--- src/rtl/fcs_tx_sequencer_if.sv ---
// Purpose: valid/ready word stream carrying 32-bit payload words with an end-of-frame mark.
// Ports: data (word), valid (word present), last (final word of frame), ready (sink accepts).
// master drives data/valid/last and samples ready; slave is the mirror image.
interface fcs_tx_sequencer_if #(
  parameter int W = 32
);
  logic [W-1:0] data;
  logic         valid;
  logic         last;
  logic         ready;

  modport master (output data, output valid, output last, input ready);
  modport slave  (input data, input valid, input last, output ready);
endinterface

--- src/rtl/fcs_tx_sequencer.sv ---
// Purpose: TX frame sequencer; runs CRC-32 over payload, zero-pads short frames, appends ~CRC as FCS.
// Latency: one cycle from accepted input word to out_data; pad and FCS beats follow with no gap.
// Backpressure: single output register advances only when empty or drained; i_in.ready low in PAD/FCS.
// Ports: i_clk, i_rst (sync, active-high), i_pad_en (sampled on the accepted last beat),
//        i_in (slave stream from MAC client), o_out (master stream to MII encoder),
//        o_frame_count (completed frames, wraps at 16 bits).
module fcs_tx_sequencer #(
  parameter int          MIN_WORDS = 15,
  parameter logic [31:0] CRC_POLY  = 32'h04C11DB7
) (
  input  logic                     i_clk,
  input  logic                     i_rst,
  input  logic                     i_pad_en,
  fcs_tx_sequencer_if.slave        i_in,
  fcs_tx_sequencer_if.master       o_out,
  output logic [15:0]              o_frame_count
);

  localparam int                WCNT_W  = $clog2(MIN_WORDS + 1);
  localparam logic [WCNT_W:0]   MIN_EXT = (WCNT_W + 1)'(MIN_WORDS);
  localparam logic [WCNT_W-1:0] MIN_CNT = WCNT_W'(MIN_WORDS);

  typedef enum logic [1:0] {S_IDLE, S_DATA, S_PAD, S_FCS} state_t;

  state_t            r_state, w_state_nxt;
  logic [31:0]       r_crc, w_crc_nxt;
  logic [WCNT_W-1:0] r_wcnt, w_wcnt_nxt;
  logic [31:0]       r_out_data, w_out_data_nxt;
  logic              r_out_valid, w_out_valid_nxt;
  logic              r_out_last, w_out_last_nxt;
  logic [15:0]       r_frame_count, w_frame_count_nxt;

  logic              w_adv;
  logic              w_in_ready;
  logic              w_accept;
  logic [WCNT_W:0]   w_wcnt_inc;

  // MSB-first CRC over one 32-bit word, no reflection.
  function automatic logic [31:0] crc_upd(input logic [31:0] c, input logic [31:0] d);
    logic [31:0] r;
    r = c;
    for (int i = 31; i >= 0; i--) begin
      r = (r[31] ^ d[i]) ? ((r << 1) ^ CRC_POLY) : (r << 1);
    end
    return r;
  endfunction

  assign w_adv      = !r_out_valid || o_out.ready;
  assign w_in_ready = w_adv && (r_state == S_IDLE || r_state == S_DATA);
  assign w_accept   = i_in.valid && w_in_ready;
  // One extra bit so the compare against MIN_WORDS cannot overflow.
  assign w_wcnt_inc = {1'b0, r_wcnt} + (WCNT_W + 1)'(1);

  always_comb begin
    w_state_nxt       = r_state;
    w_crc_nxt         = r_crc;
    w_wcnt_nxt        = r_wcnt;
    w_out_data_nxt    = r_out_data;
    w_out_valid_nxt   = r_out_valid;
    w_out_last_nxt    = r_out_last;
    w_frame_count_nxt = r_frame_count;

    case (r_state)
      S_IDLE, S_DATA: begin
        if (w_accept) begin
          w_out_data_nxt  = i_in.data;
          w_out_valid_nxt = 1'b1;
          w_out_last_nxt  = 1'b0;
          w_crc_nxt       = crc_upd(r_crc, i_in.data);
          w_wcnt_nxt      = (w_wcnt_inc >= MIN_EXT) ? MIN_CNT : w_wcnt_inc[WCNT_W-1:0];
          if (!i_in.last) begin
            w_state_nxt = S_DATA;
          end else if (i_pad_en && (w_wcnt_inc < MIN_EXT)) begin
            w_state_nxt = S_PAD;
          end else begin
            w_state_nxt = S_FCS;
          end
        end else if (w_adv) begin
          // Input gap: emit a bubble, CRC and count untouched.
          w_out_valid_nxt = 1'b0;
        end
      end
      S_PAD: begin
        if (w_adv) begin
          w_out_data_nxt  = 32'h0;
          w_out_valid_nxt = 1'b1;
          w_out_last_nxt  = 1'b0;
          w_crc_nxt       = crc_upd(r_crc, 32'h0);
          w_wcnt_nxt      = w_wcnt_inc[WCNT_W-1:0];
          if (w_wcnt_inc == MIN_EXT) begin
            w_state_nxt = S_FCS;
          end
        end
      end
      S_FCS: begin
        if (w_adv) begin
          w_out_data_nxt    = ~r_crc;
          w_out_valid_nxt   = 1'b1;
          w_out_last_nxt    = 1'b1;
          w_frame_count_nxt = r_frame_count + 16'd1;
          w_crc_nxt         = 32'hFFFF_FFFF;
          w_wcnt_nxt        = '0;
          w_state_nxt       = S_IDLE;
        end
      end
      default: begin
        w_state_nxt = S_IDLE;
      end
    endcase
  end

  always_ff @(posedge i_clk) begin
    if (i_rst) begin
      r_state       <= S_IDLE;
      r_crc         <= 32'hFFFF_FFFF;
      r_wcnt        <= '0;
      r_out_data    <= 32'h0;
      r_out_valid   <= 1'b0;
      r_out_last    <= 1'b0;
      r_frame_count <= 16'h0;
    end else begin
      r_state       <= w_state_nxt;
      r_crc         <= w_crc_nxt;
      r_wcnt        <= w_wcnt_nxt;
      r_out_data    <= w_out_data_nxt;
      r_out_valid   <= w_out_valid_nxt;
      r_out_last    <= w_out_last_nxt;
      r_frame_count <= w_frame_count_nxt;
    end
  end

  assign i_in.ready    = w_in_ready;
  assign o_out.data    = r_out_data;
  assign o_out.valid   = r_out_valid;
  assign o_out.last    = r_out_last;
  assign o_frame_count = r_frame_count;

endmodule

--- src/flat_wrapper.sv ---
// flat-port wrapper written by rule: the top's interface ports become plain ports
module fcs_tx_sequencer_flat 
#(
  parameter int          MIN_WORDS = 15,
  parameter logic [31:0] CRC_POLY  = 32'h04C11DB7
)
  (i_clk, i_rst, i_pad_en, o_frame_count, i_in_data, i_in_valid, i_in_last, i_in_ready, o_out_data, o_out_valid, o_out_last, o_out_ready);
  fcs_tx_sequencer_if #(.W(32)) i_in_i ();
  fcs_tx_sequencer_if #(.W(32)) o_out_i ();
  input  logic i_clk;
  input  logic i_rst;
  input  logic i_pad_en;
  output logic [15:0] o_frame_count;
  input wire logic [$bits(i_in_i.data)-1:0] i_in_data;
  input wire logic [$bits(i_in_i.valid)-1:0] i_in_valid;
  input wire logic [$bits(i_in_i.last)-1:0] i_in_last;
  output wire logic [$bits(i_in_i.ready)-1:0] i_in_ready;
  output wire logic [$bits(o_out_i.data)-1:0] o_out_data;
  output wire logic [$bits(o_out_i.valid)-1:0] o_out_valid;
  output wire logic [$bits(o_out_i.last)-1:0] o_out_last;
  input wire logic [$bits(o_out_i.ready)-1:0] o_out_ready;
  assign i_in_i.data = i_in_data;
  assign i_in_i.valid = i_in_valid;
  assign i_in_i.last = i_in_last;
  assign i_in_ready = i_in_i.ready;
  assign o_out_data = o_out_i.data;
  assign o_out_valid = o_out_i.valid;
  assign o_out_last = o_out_i.last;
  assign o_out_i.ready = o_out_ready;
  fcs_tx_sequencer #(.MIN_WORDS(MIN_WORDS), .CRC_POLY(CRC_POLY)) u_core (.i_clk(i_clk), .i_rst(i_rst), .i_pad_en(i_pad_en), .i_in(i_in_i), .o_out(o_out_i), .o_frame_count(o_frame_count));
endmodule
--- config.mk ---
export PLATFORM = sky130hd
export DESIGN_NAME = fcs_tx_sequencer_flat
export DESIGN_NICKNAME = d
export VERILOG_FILES = /design/src/rtl/fcs_tx_sequencer_if.sv /design/src/rtl/fcs_tx_sequencer.sv /design/src/flat_wrapper.sv
export SDC_FILE = /design/constraint.sdc
export NUM_CORES = 1
export LEC_CHECK = 0
export ABC_AREA = 1
export CAP_MARGIN = 20
export CORE_UTILIZATION = 62
export CTS_BUF_LIST = sky130_fd_sc_hd__clkbuf_4 sky130_fd_sc_hd__clkbuf_8 sky130_fd_sc_hd__clkbuf_16
export DETAILED_ROUTE_END_ITERATION = 10
export GPL_ROUTABILITY_DRIVEN = 0
export PLACE_DENSITY = 0.83
export SLEW_MARGIN = 30
export SYNTH_ARGS = -nofsm -noshare
export SYNTH_HDL_FRONTEND = slang
export SYNTH_SLANG_ARGS = --single-unit
--- constraint.sdc ---
create_clock -name i_clk -period 3.5 [get_ports i_clk]
set_input_delay 0.7 -clock i_clk [delete_from_list [all_inputs] [get_ports i_clk]]
set_output_delay 0.7 -clock i_clk [all_outputs]
set_load 0.01 [all_outputs]
======== Yosys cells after proc, flatten, opt, wreduce, memory -nomap -nowiden ========
Index checks and enable logic that the tools add are counted.
storage, ports and cells
  bits in registers ....................... 88
  input port bits ......................... 38
  output and inout bits ................... 51
  logic and storage cells ................. 220
operators by class
  add/subtract/negate cells ............... 2
  order comparisons ....................... 2
  equal/unequal tests ..................... 10
  mux-type cells .......................... 90
  bitwise gates (word level) .............. 96
  reductions and logical operators ........ 13
operators by type and width
  kind                                                                                 number
  27-bit 2-to-1 mux                                                                    64
  14-bit NOT                                                                           63
  32-bit 2-to-1 mux                                                                    6
  32-bit one-hot mux with 3 select lines                                               2
  32-bit NOT                                                                           1
  1-bit bitwise XOR                                                                    32
  16-bit by 1-bit adder with 16-bit output, second input constant                      1
  4-bit 2-to-1 mux                                                                     4
  4-bit one-hot mux with 3 select lines                                                1
  2-bit 2-to-1 mux                                                                     5
  2-bit by 1-bit != test with 1-bit output, second input constant                      5
  2-bit one-hot mux with 3 select lines                                                1
  4-bit by 1-bit adder with 5-bit output, second input constant                        1
  5-bit by 4-bit == test with 1-bit output, second input constant                      1
  5-bit by 4-bit greater-or-equal comparator with 1-bit output, second input constant  1
  5-bit by 4-bit less-than comparator with 1-bit output, second input constant         1
  1-bit 2-to-1 mux                                                                     5
  2-bit == test, second input constant                                                 2
  2-bit AND reduction                                                                  2
  4-bit AND reduction                                                                  1
  2-bit OR reduction                                                                   2
  1-bit logical AND                                                                    3
  3-bit by 1-bit != test with 1-bit output, second input constant                      1
  1-bit one-hot mux with 3 select lines                                                1
  6 further kinds                                                                      7

======== Depth between registers and ports, before layout ========
  word-level depth ........................ 66
  mapped depth ............................ 32

======== Worst setup path before layout ========
No wires, ideal clock.
  kind .................................... in2reg
  start ................................... in i_in_data[31]
  end ..................................... reg u_core.r_crc[11]
  data arrival time ....................... 3,066 ps
  data required time ...................... 3,385 ps
  slack ................................... 320 ps
  cell stages on the path ................. 27
  cells stage by stage .................... buf_4 inv_2 nand2_1 nand2_1 nand2_1 nand2_2 inv_2 nand2_1 nand2_1 nand2_1 nand2_1 nand2_1 nand3b_1 nand2_4 nand3_1 nand2_2 nand2_1 nand2_1 nand2_2 nand2_4 inv_4 nand2_1 nand2_2 nor2_4 nand3_1 nand3_1 nand2_1
on the way
  longest elaborated chain between the ends .. 43
  elaborated cells on any way between the ends .. 80
  classes of those cells .................. mux: 34; bitwise: 46
RTL lines
  item                                                                     line                     text
  start: declaration                                                       flat_wrapper.sv:14       input wire logic [$bits(i_in_i.data)-1:0] i_in_data;
  1-bit bitwise XOR *                                                      fcs_tx_sequencer.sv:43   r = (r[31] ^ d[i]) ? ((r << 1) ^ CRC_POLY) : (r << 1);
  27-bit 2-to-1 mux *                                                      fcs_tx_sequencer.sv:43
  27-bit 2-to-1 mux / 14-bit NOT (equally long branches) (3 in a row)      n/a
  14-bit NOT (no source line) / 27-bit 2-to-1 mux (equally long branches)  n/a
  27-bit 2-to-1 mux                                                        fcs_tx_sequencer.sv:43
  27-bit 2-to-1 mux / 14-bit NOT (equally long branches) (4 in a row)      n/a
  27-bit 2-to-1 mux                                                        fcs_tx_sequencer.sv:43
  14-bit NOT (no source line) / 27-bit 2-to-1 mux (equally long branches)  n/a
  (+22 left out)                                                           n/a
  27-bit 2-to-1 mux / 14-bit NOT (equally long branches)                   n/a
  27-bit 2-to-1 mux                                                        fcs_tx_sequencer.sv:43
  14-bit NOT (no source line) / 1-bit bitwise XOR (equally long branches)  n/a
  27-bit 2-to-1 mux                                                        fcs_tx_sequencer.sv:43
  14-bit NOT (no source line) / 1-bit bitwise XOR (equally long branches)  n/a
  27-bit 2-to-1 mux *                                                      fcs_tx_sequencer.sv:43
  32-bit 2-to-1 mux *                                                      fcs_tx_sequencer.sv:65   if (w_accept) begin
  32-bit one-hot mux with 3 select lines *                                 fcs_tx_sequencer.sv:63   case (r_state)
  end signal: assignment                                                   fcs_tx_sequencer.sv:123  r_crc <= w_crc_nxt;
  end: declaration                                                         fcs_tx_sequencer.sv:26   logic [31:0] r_crc, w_crc_nxt;
Mark *: on every way between the ends. The rest lies on a longest branch, timed or not. The select of a mux whose other input is x is not followed.
A chain may end at the register's enable or synchronous reset.

======== Worst setup path in the final report ========
  start ................................... in i_in_data[30]
  end ..................................... reg u_core.r_crc[20]
on the way
  longest elaborated chain between the ends .. 42
  elaborated cells on any way between the ends .. 66
  classes of those cells .................. mux: 33; bitwise: 33
RTL lines
  item                                      line
  1-bit bitwise XOR *                       fcs_tx_sequencer.sv:43
  27-bit 2-to-1 mux *                       fcs_tx_sequencer.sv:43
  14-bit NOT (no source line)               n/a
  27-bit 2-to-1 mux (3 in a row)            fcs_tx_sequencer.sv:43
  14-bit NOT (no source line)               n/a
  27-bit 2-to-1 mux                         fcs_tx_sequencer.sv:43
  1-bit bitwise XOR                         fcs_tx_sequencer.sv:43
  27-bit 2-to-1 mux                         fcs_tx_sequencer.sv:43
  (+17 left out)                            n/a
  14-bit NOT (no source line)               n/a
  27-bit 2-to-1 mux                         fcs_tx_sequencer.sv:43
  14-bit NOT (no source line)               n/a
  27-bit 2-to-1 mux (4 in a row)            fcs_tx_sequencer.sv:43
  14-bit NOT (no source line)               n/a
  27-bit 2-to-1 mux * (5 in a row)          fcs_tx_sequencer.sv:43
  32-bit 2-to-1 mux *                       fcs_tx_sequencer.sv:65
  32-bit one-hot mux with 3 select lines *  fcs_tx_sequencer.sv:63
Marked as above.

==> out/summary.md <==
The final core utilization is 0.847. In this run the number of H-tree levels came out at 3. The share of synthesized area spent on multiplexers was 0. The net total in the final layout was 2609; the proportion of synthesized flip-flops having asynchronous set or reset was 0.

The largest net degree at the start of global routing is 65, and the clock buffer count from CTS is 9. Derived from the worst setup path, the maximum achievable clock frequency is 0.283 GHz. The area added between synthesis and finish is 32.7%. In this run the vertical extent of the chip is 144 µm. The number of endpoints with negative hold slack in the final report was 0. The logs give 3 for the count of endpoints failing setup in the final report and 51.8 mm for the total wire length after detailed routing. For the detailed router's first-iteration violation count, the log shows 2341. Clock insertion delay at the later pin of the skew report: 0.35 ns. The post-synthesis share of cell area spent on full adders, half adders and majority gates was 0.00299.

TritonCTS built the clock tree. Port buffering added 88 buffers. The number of clock sinks seen by CTS was 88; the post-synth design cell area was 0.0125 mm². The number of hold buffers added after CTS was 0; the number of cells traversed by the worst register-to-register path was 26.

Total number of yosys warnings: 0. The run gives 0.562 as the worst-case headroom to the max-slew limit. The met2 wirelength from detailed routing came out at 21.7 mm. The initial core utilization was 0.638. The clock passes through at most 2 buffers. The worst setup margin was -0.0387 ns; the final period demand of the worst path was 3.54 ns. The synthesized design contains 0 enable-type register cells. At the pin with the least slew margin, the transition time is 0.657 ns. Counting every instance in the synthesized netlist gives 2242. The run gives 0 as the final-report max-slew violation count. Counting distinct cell types in the post-synthesis netlist gives 47. The synthesized design contains 88 register bits.

89 I/O pins were placed. The compound-cell area share of the yosys netlist came out at 0.0904. The count of nets left with antenna violations once routing finished came out at 0.

STA classifies the critical path startpoint as an input pin. The detailed route wirelength on metal3 was 7.50 mm; the setup slack of the most critical reg-to-reg path was -0.03 ns. For the worst setup path, the data required time is 3.73 ns. The post-detailed-route DRC marker count came out at 0. For the number of antenna violations at the first check in global routing, the log shows 0. The library cell used as clock root buffer was sky130_fd_sc_hd__clkbuf_16. Counting every net in the synthesized netlist gives 2283. The total global routing track utilization came out at 0.463. After synthesis, the largest family of logic cells by area is simple AND/OR/NAND/NOR gates. Clock-pin slew was measured on the worst setup and hold paths at 0.07 ns. The final reports fail on negative setup slack. STA classifies the critical path endpoint as a flip-flop. The detailed-route wire length on metal 1 is 18.5 mm. The number of maximum-capacitance violations was 0. The run finished, with violations left.

In this run the core area contains 51 standard-cell rows. The XOR/XNOR share of the synthesized area was 0.192. For this run the aggregate overflow at the end of global routing stands at 0. The worst hold path passes through 2 cells. The floorplan step defined a core boundary enclosing 0.0197 mm².

The startpoint identified for the worst hold timing path is u_core.o_out.last$_SDFFE_PP0P_. In the routed layout, each cell is associated on average with a via count of 5.98. The floorplan step defined a die boundary enclosing 0.0208 mm².

The run gives 0.141 as the post-synthesis sequential area ratio. The wire-length estimate of the detail-placed layout is 38.0 mm. The die span in x was 144 µm.

The run gives 0.00996 ns as the clock tree skew after final layout. The number of detailed-route iterations in the first pass was 6. Fill cells in the final layout number 1230. The total vias in the final route was 17.0k. The worst register-to-register path begins at u_core.r_crc[30]$_SDFFE_PP1P_. The worst register-to-register path ends at u_core.r_crc[20]$_SDFFE_PP1P_. For the worst setup path, the data arrival time is 3.77 ns. In this run the worst path has a maximum fanout of 7. Dividing the detail-routed wire length by the instance count gives 18.3 µm.

The wire length of the first global-routing pass came out at 74.0 mm. Uppermost layer routed: met4. The worst hold path terminates at u_core.o_out.last$_SDFFE_PP0P_. The most used flip-flop cell after synthesis is sky130_fd_sc_hd__dfxtp_1.

The tightest min-delay check is of the flip-flop to flip-flop type. The fraction of the mapped netlist area in simple logic gates is 0.487, and the via count of the first global-routing pass is 14.8k. The run gives 0 as the final antenna diode count. The critical path starts at i_in_data[30].

The period utilization was 1.01; the fraction of layout cells with a size suffix above 1 was 0.229. The post-synthesis average cell area was 5.59 µm². The critical path start-end classification was input pin to flip-flop.
==> stage by stage <==
| step | instance area [µm²] | hold WS [ns] | setup TNS, ns | cells | worst slack (ns) |
|---|---|---|---|---|---|
| 2_1_floorplan | 12500 | 0.464 | 0 | 2242 | 0.320 |
| 3_3_place_gp | 15300 | 0.456 | -14.85 | 2780 | -0.565 |
| 3_5_place_dp | 15300 | 0.477 | -17.55 | 2780 | -0.655 |
| 4_1_cts | 15800 | 0.490 | -0.00565 | 2805 | -0.00565 |
| 5_1_grt | 16600 | 0.513 | -5.00 | 2838 | -0.339 |
| 6_report | 16600 | 0.485 | -0.0706 | 2838 | -0.0387 |
==> critical path, stage by stage <==
cell	delay (ns)
sky130_fd_sc_hd__clkbuf_2	0.15
sky130_fd_sc_hd__inv_2	0.12
sky130_fd_sc_hd__nand2_1	0.09
sky130_fd_sc_hd__nand2_1	0.14
sky130_fd_sc_hd__nand2_1	0.09
sky130_fd_sc_hd__nand2_2	0.14
sky130_fd_sc_hd__inv_2	0.06
sky130_fd_sc_hd__nand2_1	0.09
sky130_fd_sc_hd__nand3_1	0.09
sky130_fd_sc_hd__nand2_1	0.16
sky130_fd_sc_hd__inv_1	0.10
sky130_fd_sc_hd__nand2_1	0.10
sky130_fd_sc_hd__nand3_1	0.09
sky130_fd_sc_hd__nand2_2	0.11
sky130_fd_sc_hd__inv_1	0.08
sky130_fd_sc_hd__nand2_4	0.12
sky130_fd_sc_hd__nand2_4	0.09
sky130_fd_sc_hd__nand2_1	0.16
sky130_fd_sc_hd__nand2_2	0.11
sky130_fd_sc_hd__nand2_1	0.07
sky130_fd_sc_hd__nand2_1	0.08
sky130_fd_sc_hd__inv_1	0.21
sky130_fd_sc_hd__nand3_1	0.14
sky130_fd_sc_hd__nand3_1	0.12
sky130_fd_sc_hd__nand3_2	0.14
sky130_fd_sc_hd__nand3_1	0.13
sky130_fd_sc_hd__nand2_1	0.07
==> flip-flops by register name, indices dropped and copies added (netlist names) <==
name	flops
u_core.r_state	2
u_core.r_crc	32
u_core.o_out.valid	1
u_core.r_wcnt	4
u_core.o_out.last	1
u_core.o_frame_count	16
u_core.o_out.data	32
==> worst max-delay path by stage <==
stage	cells after the start	slack, ns	to
2_1_floorplan	27	0.32	u_core.r_crc[11]$_SDFFE_PP1P_
3_3_place_gp	27	-0.57	u_core.r_crc[13]$_SDFFE_PP1P_
3_5_place_dp	28	-0.65	u_core.r_crc[13]$_SDFFE_PP1P_
4_1_cts	23	-0.006	u_core.r_crc[7]$_SDFFE_PP1P_
5_1_grt	22	-0.34	u_core.r_crc[11]$_SDFFE_PP1P_
6_report	27	-0.04	u_core.r_crc[20]$_SDFFE_PP1P_
==> synth_stat cells (7+ instances only) <==
| library cell | count | area [µm²] |
|---|---|---|
| sky130_fd_sc_hd__a21oi_1 | 101 | 505 |
| sky130_fd_sc_hd__inv_1 | 185 | 694 |
| sky130_fd_sc_hd__a22oi_1 | 24 | 180 |
| sky130_fd_sc_hd__inv_2 | 26 | 97.6 |
| sky130_fd_sc_hd__xor2_1 | 182 | 1590 |
| sky130_fd_sc_hd__nor3_1 | 7 | 35.0 |
| sky130_fd_sc_hd__nand3b_1 | 12 | 90.1 |
| sky130_fd_sc_hd__nor2_1 | 65 | 244 |
| sky130_fd_sc_hd__nand3_1 | 249 | 1250 |
| sky130_fd_sc_hd__dfxtp_1 | 88 | 1760 |
| sky130_fd_sc_hd__nand2_4 | 16 | 180 |
| sky130_fd_sc_hd__o21ai_1 | 10 | 50.1 |
| sky130_fd_sc_hd__buf_6 | 7 | 78.8 |
| sky130_fd_sc_hd__nand2_2 | 74 | 463 |
| sky130_fd_sc_hd__clkbuf_1 | 31 | 116 |
| sky130_fd_sc_hd__xor2_2 | 7 | 114 |
| sky130_fd_sc_hd__xnor2_1 | 68 | 596 |
| sky130_fd_sc_hd__or2_2 | 9 | 56.3 |
| sky130_fd_sc_hd__nand4_1 | 7 | 43.8 |
| sky130_fd_sc_hd__nand2_1 | 961 | 3610 |
| sky130_fd_sc_hd__o21ai_0 | 64 | 320 |
==> cells in the final DEF, fill, tap and decap left out, types with 9 or more instances in the layout <==
cell                              netlist  routed
sky130_fd_sc_hd__inv_2                 26      27
sky130_fd_sc_hd__xor2_1               182     166
sky130_fd_sc_hd__xnor2_1               68      63
sky130_fd_sc_hd__o21ai_0               64      63
sky130_fd_sc_hd__xor2_2                 7      20
sky130_fd_sc_hd__inv_1                185     179
sky130_fd_sc_hd__nand3_2                4      25
sky130_fd_sc_hd__buf_4                  3     263
sky130_fd_sc_hd__clkbuf_16              0       9
sky130_fd_sc_hd__o21ai_1               10      10
sky130_fd_sc_hd__or2_2                  9       9
sky130_fd_sc_hd__nand2_1              961     883
sky130_fd_sc_hd__a22oi_1               24      24
sky130_fd_sc_hd__a21oi_1              101     101
sky130_fd_sc_hd__nand2_4               16      39
sky130_fd_sc_hd__dfxtp_1               88      79
sky130_fd_sc_hd__clkdlybuf4s50_1        0      74
sky130_fd_sc_hd__nand3b_1              12      12
sky130_fd_sc_hd__nand2_2               74     130
sky130_fd_sc_hd__nand3_1              249     226
sky130_fd_sc_hd__nor2_1                65      63
==> timing repair <==
action	4_1_cts	5_1_grt
setup buffers	8	32
pin swaps	16	52
resized for setup	48	167
endpoints found under the hold margin	0	0
gates cloned	1	1
setup endpoints to repair	32	32
==> per-layer routing <==
layer | up-vias | track usage
li1 | 7713 | -
met1 | 7538 | 0.575
met2 | 1300 | 0.724
met3 | 415 | 0.123
met4 | 0 | 0.263
met5 | - | 0
==> kinds of logic (layout without fill, tap and decap cells) <==
family / Yosys count / count (layout)
AND/OR/NAND/NOR: 1416 / 1418
buffers and inverters: 265 / 594
XOR/XNOR: 261 / 261
AO/OA/AOI/OAI: 209 / 209
flip-flops: 88 / 88
adder cells (fa/ha/maj): 3 / 3
==> layout make-up <==
| type | count | area (µm²) | area share |
|---|---|---|---|
| sequential | 88 | 1780 | 0.107 |
| multi-input combinational | 1891 | 10400 | 0.624 |
| clock buffer | 10 | 239 | 0.0144 |
| clock inverter | 6 | 97.6 | 0.00587 |
| timing repair buffer | 359 | 2950 | 0.178 |
| tap | 265 | 332 | 0.0199 |
| inverter | 219 | 860 | 0.0517 |
Power is left out: the tool's default activity adds up to more than one toggle a clock period on the data nets, which glitch-free logic cannot reach.
